[config.mk]
export PLATFORM = sky130hd
export DESIGN_NAME = bus_mux_arb
export DESIGN_NICKNAME = d
export VERILOG_FILES = /design/src/rtl/bus_mux_pkg.sv /design/src/rtl/rr_arbiter.sv /design/src/rtl/bus_mux_arb.sv
export SDC_FILE = /design/constraint.sdc
export NUM_CORES = 1
export LEC_CHECK = 0
export CAP_MARGIN = 30
export CORE_MARGIN = 1.5
export CORE_UTILIZATION = 40
export CTS_BUF_LIST = sky130_fd_sc_hd__clkbuf_4 sky130_fd_sc_hd__clkbuf_8 sky130_fd_sc_hd__clkbuf_16
export DETAILED_ROUTE_END_ITERATION = 10
export HOLD_SLACK_MARGIN = 0.08
export PLACE_DENSITY = 0.89
export RECOVER_POWER = 25
export SLEW_MARGIN = 0
export SYNTH_ARGS = -nofsm -noshare
export SYNTH_HDL_FRONTEND = slang
export SYNTH_SLANG_ARGS = --single-unit
[constraint.sdc]
create_clock -name clk -period 5.8 [get_ports clk]
set_input_delay 0.58 -clock clk [delete_from_list [all_inputs] [get_ports clk]]
set_output_delay 0.58 -clock clk [all_outputs]
set_load 0.01 [all_outputs]
[src/rtl/bus_mux_pkg.sv]
// Shared constants and helpers for the bus_mux_arb slice.
// Latency: n/a (package only).
// Backpressure: n/a (package only).
//
// Contents: arbitration mode constants, default channel geometry,
// and the select-width helper used for channel index ports.
package bus_mux_pkg;

    localparam int MODE_FIXED = 0;
    localparam int MODE_RR    = 1;

    localparam int DEF_WIDTH  = 16;
    localparam int DEF_N      = 4;

    // Width of a channel index; a single channel still gets a 1-bit field.
    function automatic int sel_width(input int n);
        return (n <= 1) ? 1 : $clog2(n);
    endfunction

endpackage

[src/rtl/rr_arbiter.sv]
// One-hot arbiter: fixed lowest-index priority or round-robin from ptr.
// Latency: purely combinational, zero cycles.
// Backpressure: none; the caller gates the grant with its own load condition.
//
// Ports:
//   request  in   N   per-channel request
//   ptr      in   SW  round-robin start index (ignored in fixed mode)
//   mode     in   1   0 = fixed priority, 1 = round-robin
//   grant    out  N   one-hot grant, all zero when nothing requests
module rr_arbiter
    import bus_mux_pkg::*;
#(
    parameter int N  = DEF_N,
    parameter int SW = sel_width(N)
) (
    input  logic [N-1:0]  request,
    input  logic [SW-1:0] ptr,
    input  logic          mode,
    output logic [N-1:0]  grant
);

    logic [SW-1:0] w_start;
    logic [N-1:0]  w_upper;
    logic [N-1:0]  w_upper_first;
    logic [N-1:0]  w_all_first;

    function automatic logic [N-1:0] first_set(input logic [N-1:0] v);
        logic [N-1:0] r;
        r = '0;
        for (int j = 0; j < N; j++) begin
            if (v[j] && (r == '0)) begin
                r[j] = 1'b1;
            end
        end
        return r;
    endfunction

    // Fixed priority is round-robin with the start pinned at channel 0.
    assign w_start = mode ? ptr : '0;

    // Requests at or above the start index; if none exist the search wraps
    // around, which is the lowest-index request overall.
    always_comb begin
        w_upper = '0;
        for (int j = 0; j < N; j++) begin
            w_upper[j] = request[j] && (SW'(j) >= w_start);
        end
    end

    assign w_upper_first = first_set(w_upper);
    assign w_all_first   = first_set(request);
    assign grant         = (|w_upper) ? w_upper_first : w_all_first;

endmodule

[src/rtl/bus_mux_arb.sv]
// N-to-1 arbitrated bus mux feeding a single registered output slice.
// Latency: 1 cycle from input transfer to out_valid; 1 word/cycle sustained.
// Backpressure: in_ready drops to zero while a held word is not taken.
//
// Ports:
//   clk, rst             clock and synchronous active-high reset
//   in_valid/in_ready    per-channel handshake (in_ready combinational)
//   in_data              channel i at [i*WIDTH +: WIDTH]
//   force_en/force_sel   restrict eligibility to a single channel
//   out_valid/out_ready  output handshake (out_valid registered)
//   out_data/out_sel     registered word and index of its source channel
module bus_mux_arb
    import bus_mux_pkg::*;
#(
    parameter int WIDTH = DEF_WIDTH,
    parameter int N     = DEF_N,
    parameter int RR    = MODE_RR,
    localparam int SW   = sel_width(N)
) (
    input  logic                 clk,
    input  logic                 rst,
    input  logic [N-1:0]         in_valid,
    input  logic [N*WIDTH-1:0]   in_data,
    output logic [N-1:0]         in_ready,
    input  logic                 force_en,
    input  logic [SW-1:0]        force_sel,
    output logic                 out_valid,
    output logic [WIDTH-1:0]     out_data,
    output logic [SW-1:0]        out_sel,
    input  logic                 out_ready
);

    logic             r_out_valid;
    logic [WIDTH-1:0] r_out_data;
    logic [SW-1:0]    r_out_sel;
    logic [SW-1:0]    r_ptr;

    logic             w_load;
    logic             w_xfer;
    logic [N-1:0]     w_elig;
    logic [N-1:0]     w_grant;
    logic [WIDTH-1:0] w_sel_data;
    logic [SW-1:0]    w_sel_idx;
    logic [SW-1:0]    w_ptr_nxt;

    // Forced mode keeps only the selected channel; an out-of-range index
    // matches no bit and therefore grants nothing.
    always_comb begin
        w_elig = in_valid;
        if (force_en) begin
            for (int j = 0; j < N; j++) begin
                w_elig[j] = in_valid[j] && (force_sel == SW'(j));
            end
        end
    end

    rr_arbiter #(
        .N  (N),
        .SW (SW)
    ) u_arb (
        .request (w_elig),
        .ptr     (r_ptr),
        .mode    (RR == MODE_RR),
        .grant   (w_grant)
    );

    // The slice can take a word when empty or when its word leaves this cycle.
    assign w_load   = !r_out_valid || out_ready;
    assign in_ready = (w_load && !rst) ? w_grant : '0;

    // A grant implies the channel is valid, so any ready bit is a transfer.
    assign w_xfer   = |in_ready;

    // AND-OR select of the granted channel's data and index.
    always_comb begin
        w_sel_data = '0;
        w_sel_idx  = '0;
        for (int i = 0; i < N; i++) begin
            w_sel_data = w_sel_data | (in_data[i*WIDTH +: WIDTH] & {WIDTH{w_grant[i]}});
            w_sel_idx  = w_sel_idx  | (SW'(i) & {SW{w_grant[i]}});
        end
    end

    assign w_ptr_nxt = (w_sel_idx == SW'(N-1)) ? '0 : w_sel_idx + SW'(1);

    always_ff @(posedge clk) begin
        if (rst) begin
            r_out_valid <= 1'b0;
            r_out_data  <= '0;
            r_out_sel   <= '0;
            r_ptr       <= '0;
        end else begin
            if (w_xfer) begin
                r_out_valid <= 1'b1;
                r_out_data  <= w_sel_data;
                r_out_sel   <= w_sel_idx;
                r_ptr       <= w_ptr_nxt;
            end else if (out_ready) begin
                r_out_valid <= 1'b0;
            end
        end
    end

    assign out_valid = r_out_valid;
    assign out_data  = r_out_data;
    assign out_sel   = r_out_sel;

endmodule

==> flow_metrics.tcl, run 1 <==
set metrics [dict create \
    htree_levels 1 \
    cts_hold_buf 0 \
    worstSetupPathType "primary input to output pin" \
    core_region_area_um2 4474 \
    grt_first_pass_wirelength_um 9735 \
    synth_cells 240 \
    drt_wl_total_um 6076 \
    cts_tree "built" \
    io_buffer_count 96 \
    clockBufferDepth 2 \
    grt_pass1_vias 2116 \
    fp-row-count 24 \
    gp_congestion 0.9515 \
    period_share_pct 64.48 \
    worstPathArrival_ns 3.16 \
    die_w_um 71.89 \
    critPathLaunchType "primary input" \
    areaGrowthSynthToFinish_pct 51.02 \
    post_cts_resized 0 \
    final_cell_mix "clkdlybuf4s50_1 (85), inv_1 (23), dfxtp_1 (21), nand2_1 (19), a211oi_1 (17)" \
    post-route-worst-setup-slack_ns 2.060 \
    fin_worst_skew_ns 0.003336 \
    preCtsSetupSlack_ns 2.089 \
    drive_above_1_share_pct 9.034 \
    antenna_found_initial 0 \
    vias_per_cell 5.912 \
    slew_violations 0 \
    fp.dieH_um 71.89 \
    clock_sinks 21 \
    ioPinCount 97 \
    rr_worst_depth 5 \
    critPathRequiredTime_ns 5.22 \
    synthDistinctLibCells 50 \
    r2r_start "r_ptr[1]" \
    design_area_um2 2867 \
    gr-usage-all-layers_pct 23.14 \
    cellLeakagePower_nw 1.141 \
    synthFlopType "dfxtp_1" \
    async_flop_share_pct 0 \
    antenna_cells 0 \
    placed_area_um2 2818 \
    r2r_end "out_data[9]" \
    finalSetupViolCount 0 \
    ys_seq_area_share_pct 22.15 \
    slew_headroom_pct 42.64 \
    timing.fmax_mhz 267.4 \
    setup_tns_ns 0 \
    cpPeakStageDelay_ns 0.66 \
    yosysWarnings 0 \
    cts_setup_buffers 0 \
    syn_nets 314 \
    cts_made_buffers 3 \
    clk_latency_ns 0.26 \
    start_util_pct 42.42 \
    syn-cell-area_um2 1898 \
    peakVddDrop_uv 86.68 \
    final_common_cell "clkdlybuf4s50_1" \
    r2r_slack_ns 3.32 \
    avgRoutedWirePerCell_um 16.29 \
    drc_errors 0 \
    finalHoldViolations 0 \
    hold_path.class "flop to flop" \
    outcome "completed" \
    whs_ns 0.4602 \
    cts-root-buf "clkbuf_8" \
    dp_cells 369 \
    rsz0062_at_grt "no" \
    dieArea_um2 5167 \
    hp-start "out_sel[1]" \
    path_cells "clkdlybuf4s50_1, o21ai_0, a31o_2, a21oi_2, nor2_1, nor2_1, clkdlybuf4s50_1" \
    worst_setup_path_end_kind "output pin" \
    overflow 0 \
    instances_no_fill 373 \
    crit_fanout 18 \
    holdPathEnd "out_sel[1]" \
    tightest_slew_ns 0.8604 \
    cap_violations 0 \
    synth_edf_count 0 \
    layout.nets 396 \
    hold_depth 2 \
    grt_max_degree 35 \
    clk_pin_slew_ns 0.07 \
    layout_min_cycle_time_ns 3.740 \
    hpwl_um 4555 \
    cellPowerDensity_nw_per_um2 197.5 \
    drtIter0Drc 177 \
    synth_seq_cells 21 \
    slowest_stage "a21oi_2" \
    via_count 2205 \
    dr.pass1.iters 5 \
    antenna_left 0 \
    syn_avg_cell_area_um2 7.909 \
]
through the flow:
step | util, % | total power [mW]
after floorplan | - | 0.3520
after global placement | 62.72 | 0.4637
after detailed placement | 62.98 | 0.4727
after CTS | 64.07 | 0.5695
after global routing | 64.07 | 0.5959
final | 64.07 | 0.5660
how the worst max path moves through the flow:
stage                        start          end  depth (start not counted)  slack, ns
after floorplan           force_en  in_ready[2]                          7       3.28
after global placement    force_en  in_ready[2]                          7       2.16
after detailed placement  force_en  in_ready[2]                          7       2.09
after CTS                 force_en  in_ready[2]                          7       2.06
after global routing      force_en  in_ready[2]                          7       1.84
final                     force_en  in_ready[2]                          7       2.06
kinds of logic (layout without fill, tap and decap cells):
group	after synthesis	after routing	share of synthesized area (%)
AO/OA/AOI/OAI	113	113	49.24
buffers and inverters	45	126	11.80
flip-flops	21	21	22.15
multiplexers	1	1	0.5274
AND/OR/NAND/NOR	60	60	16.28
synthesized netlist by cell type (all sizes together), types with 6 or more instances:
cell type / instances / area share (%)
and3: 16 / 5.3
a211oi: 17 / 6.7
dfxtp: 21 / 22
clkbuf: 9 / 1.8
nor2: 6 / 1.2
o31ai: 16 / 6.3
a22o: 16 / 7.4
inv: 23 / 4.5
buf: 13 / 5.5
nand2: 19 / 3.8
a41oi: 16 / 7.4
o21ai: 23 / 8.8
critical path: cells and delay by family:
family / cells / cell delay (ns)
buffers and inverters: 2 / 1.19
AO/OA/AOI/OAI: 3 / 1.16
AND/OR/NAND/NOR: 2 / 0.21
routing by layer:
| metal | vias to the layer above | routed length (um) | GRT usage [%] | part of all wire, % |
|---|---|---|---|---|
| met4 | 0 | 121 | 7.757 | 2.0 |
| li1 | 1088 | - | - | - |
| met1 | 1003 | 2560 | 30.95 | 42 |
| met5 | - | 0 | 0 | 0 |
| met3 | 15 | 331 | 1.688 | 5.4 |
| met2 | 99 | 3062 | 39.40 | 50 |
area by class of cell:
type	instances	area, um2
Clock buffer	4	48.80
Fill cell	375	1608
Inverter	23	86.33
Multi-Input combinational cell	174	1259
Sequential cell	21	420.4
Tap cell	52	65.06
Timing Repair Buffer	99	987.2
power by group:
part | internal [mW] | switching, mW
Sequential | 0.169 | 0.0198
Combinational | 0.138 | 0.141
Clock | 0.0535 | 0.0453
Total | 0.360 | 0.206
flip-flops by register name, summed over array words and instances (netlist names):
register   cells
out_data      16
out_sel        2
r_ptr          2
out_valid      1
Note: power is estimated with default switching activity, not from simulation.
==> run 2, diff against run 1 <==
- clock period: 5.8 -> 3.9 ns (I/O delays scaled with it)
==> flow_metrics.tcl, run 2 (synthesis gave the netlist of run 1 again) <==
set metrics [dict create \
    outcome "completed" \
    fp.dieH_um 71.89 \
    grt_max_degree 35 \
    peakVddDrop_uv 150.4 \
    path_buf_inv 2 \
    crit_path_frequent_cell "clkdlybuf4s50_1" \
    instances_no_fill 376 \
    layout_min_cycle_time_ns 3.101 \
    switchingPower_uw 309.5 \
    path_cells "clkdlybuf4s50_1, nor2b_1, o21ai_0, a21oi_4, nor3_1, clkdlybuf4s50_1" \
    internal_power_uw 538.5 \
    antenna_cells 0 \
    rsz0062_at_grt "no" \
    layout.nets 399 \
    grt_pass1_vias 2014 \
    drtIter0Drc 152 \
    io_buffer_count 96 \
    fin_worst_skew_ns 0.005759 \
    cpPeakStageDelay_ns 0.62 \
    core_region_area_um2 4474 \
    critPathLaunchType "primary input" \
    hold_path.class "flop to flop" \
    tightest_slew_ns 0.8375 \
    clock_power_share_pct 17.9 \
    grt_first_pass_wirelength_um 9832 \
    avgRoutedWirePerCell_um 16.20 \
    antenna_found_initial 0 \
    timing.fmax_mhz 322.5 \
    period_share_pct 79.51 \
    cts_hold_buf 0 \
    antenna_left 0 \
    ioPinCount 97 \
    gp_congestion 0.8572 \
    cpLargestDelayFamily "buffers and inverters" \
    slowest_stage "clkdlybuf4s50_1" \
    cts_made_buffers 3 \
    cts-root-buf "clkbuf_8" \
    clk_pin_slew_ns 0.07 \
    finalSetupViolCount 0 \
    die_w_um 71.89 \
    vias_per_cell 5.976 \
    htree_levels 1 \
    pwr-share-comb_pct 49.0 \
    drt_wl_total_um 6090 \
    via_count 2247 \
    cts_tree "built" \
    slew_violations 0 \
    cap_violations 0 \
    switching_share_pct 36.49 \
    critPathRequiredTime_ns 3.51 \
    cellLeakagePower_nw 1.156 \
    crit_fanout 19 \
    dp_cells 372 \
    final_common_cell "clkdlybuf4s50_1" \
    dieArea_um2 5167 \
    gr-usage-all-layers_pct 23.73 \
    cts_setup_buffers 0 \
    drive_above_1_share_pct 9.877 \
    worstSetupPathType "primary input to output pin" \
    start_util_pct 42.42 \
    seq_power_share_pct 33.1 \
    setup_tns_ns 0 \
    dr.pass1.iters 4 \
    worst_setup_path_end_kind "output pin" \
    clk_latency_ns 0.26 \
    clock_sinks 21 \
    areaGrowthSynthToFinish_pct 52.21 \
    cellPowerDensity_nw_per_um2 293.5 \
    fp-row-count 24 \
    finalHoldViolations 0 \
    worstPathArrival_ns 2.71 \
    hpwl_um 4736 \
    drc_errors 0 \
    slew_headroom_pct 44.10 \
    final_cell_mix "clkdlybuf4s50_1 (85), inv_1 (23), dfxtp_1 (21), nand2_1 (19), a211oi_1 (17)" \
    clockBufferDepth 2 \
    largest_reg_flops 16 \
    post_cts_resized 0 \
    overflow 0 \
]
run 2: power by group through the flow:
stage / sequential [mW] / clock [mW] / combinational (mW)
floorplan: 0.290 / 0 / 0.233
global placement: 0.285 / 0 / 0.411
CTS: 0.282 / 0.152 / 0.421
detailed placement: 0.287 / 0 / 0.420
global route: 0.286 / 0.165 / 0.449
finish: 0.281 / 0.152 / 0.415
run 2: path summary, 6_finish.rpt:
path,end,depth (start not counted),startpoint,slack [ns]
max,in_ready[3],6,force_sel[1],0.80
min reg2reg,out_sel[1],2,out_sel[1],0.45
max reg2reg,out_data[3],6,r_ptr[0],1.60
min,out_sel[1],2,out_sel[1],0.45
run 2: final cells by class:
| cell class | count | area, um2 |
|---|---|---|
| Clock buffer | 4 | 48.80 |
| Fill cell | 392 | 1585 |
| Inverter | 23 | 86.33 |
| Multi-Input combinational cell | 174 | 1259 |
| Sequential cell | 21 | 420.4 |
| Tap cell | 52 | 65.06 |
| Timing Repair Buffer | 102 | 1010 |
run 2: layer usage:
| metal | up-vias | track usage [%] | routed length (um) |
|---|---|---|---|
| met5 | - | 0 | 0 |
| met4 | 0 | 7.757 | 85 |
| met3 | 7 | 2.250 | 388 |
| met2 | 99 | 38.27 | 2982 |
| met1 | 1045 | 33.28 | 2633 |
| li1 | 1096 | - | - |
run 2: worst register-to-register path, delay by kind of cell (launching register included):
family | cells | cell delay, ns
compound gates | 5 | 1.59
buf+inv | 1 | 0.14
flops | 1 | 0.42
run 2: through the flow:
step / hold WS [ns] / power, mW / worst slack [ns] / instance area [um2] / util [%]
floorplan: 0.4591 / 0.5235 / 1.757 / 1898 / -
global placement: 0.4410 / 0.6967 / 0.8390 / 2829 / 63.23
detailed placement: 0.4443 / 0.7063 / 0.7972 / 2840 / 63.48
CTS: 0.4557 / 0.8549 / 0.8577 / 2889 / 64.57
global route: 0.4853 / 0.8994 / 0.6829 / 2889 / 64.57
finish: 0.4516 / 0.8480 / 0.7991 / 2889 / 64.57
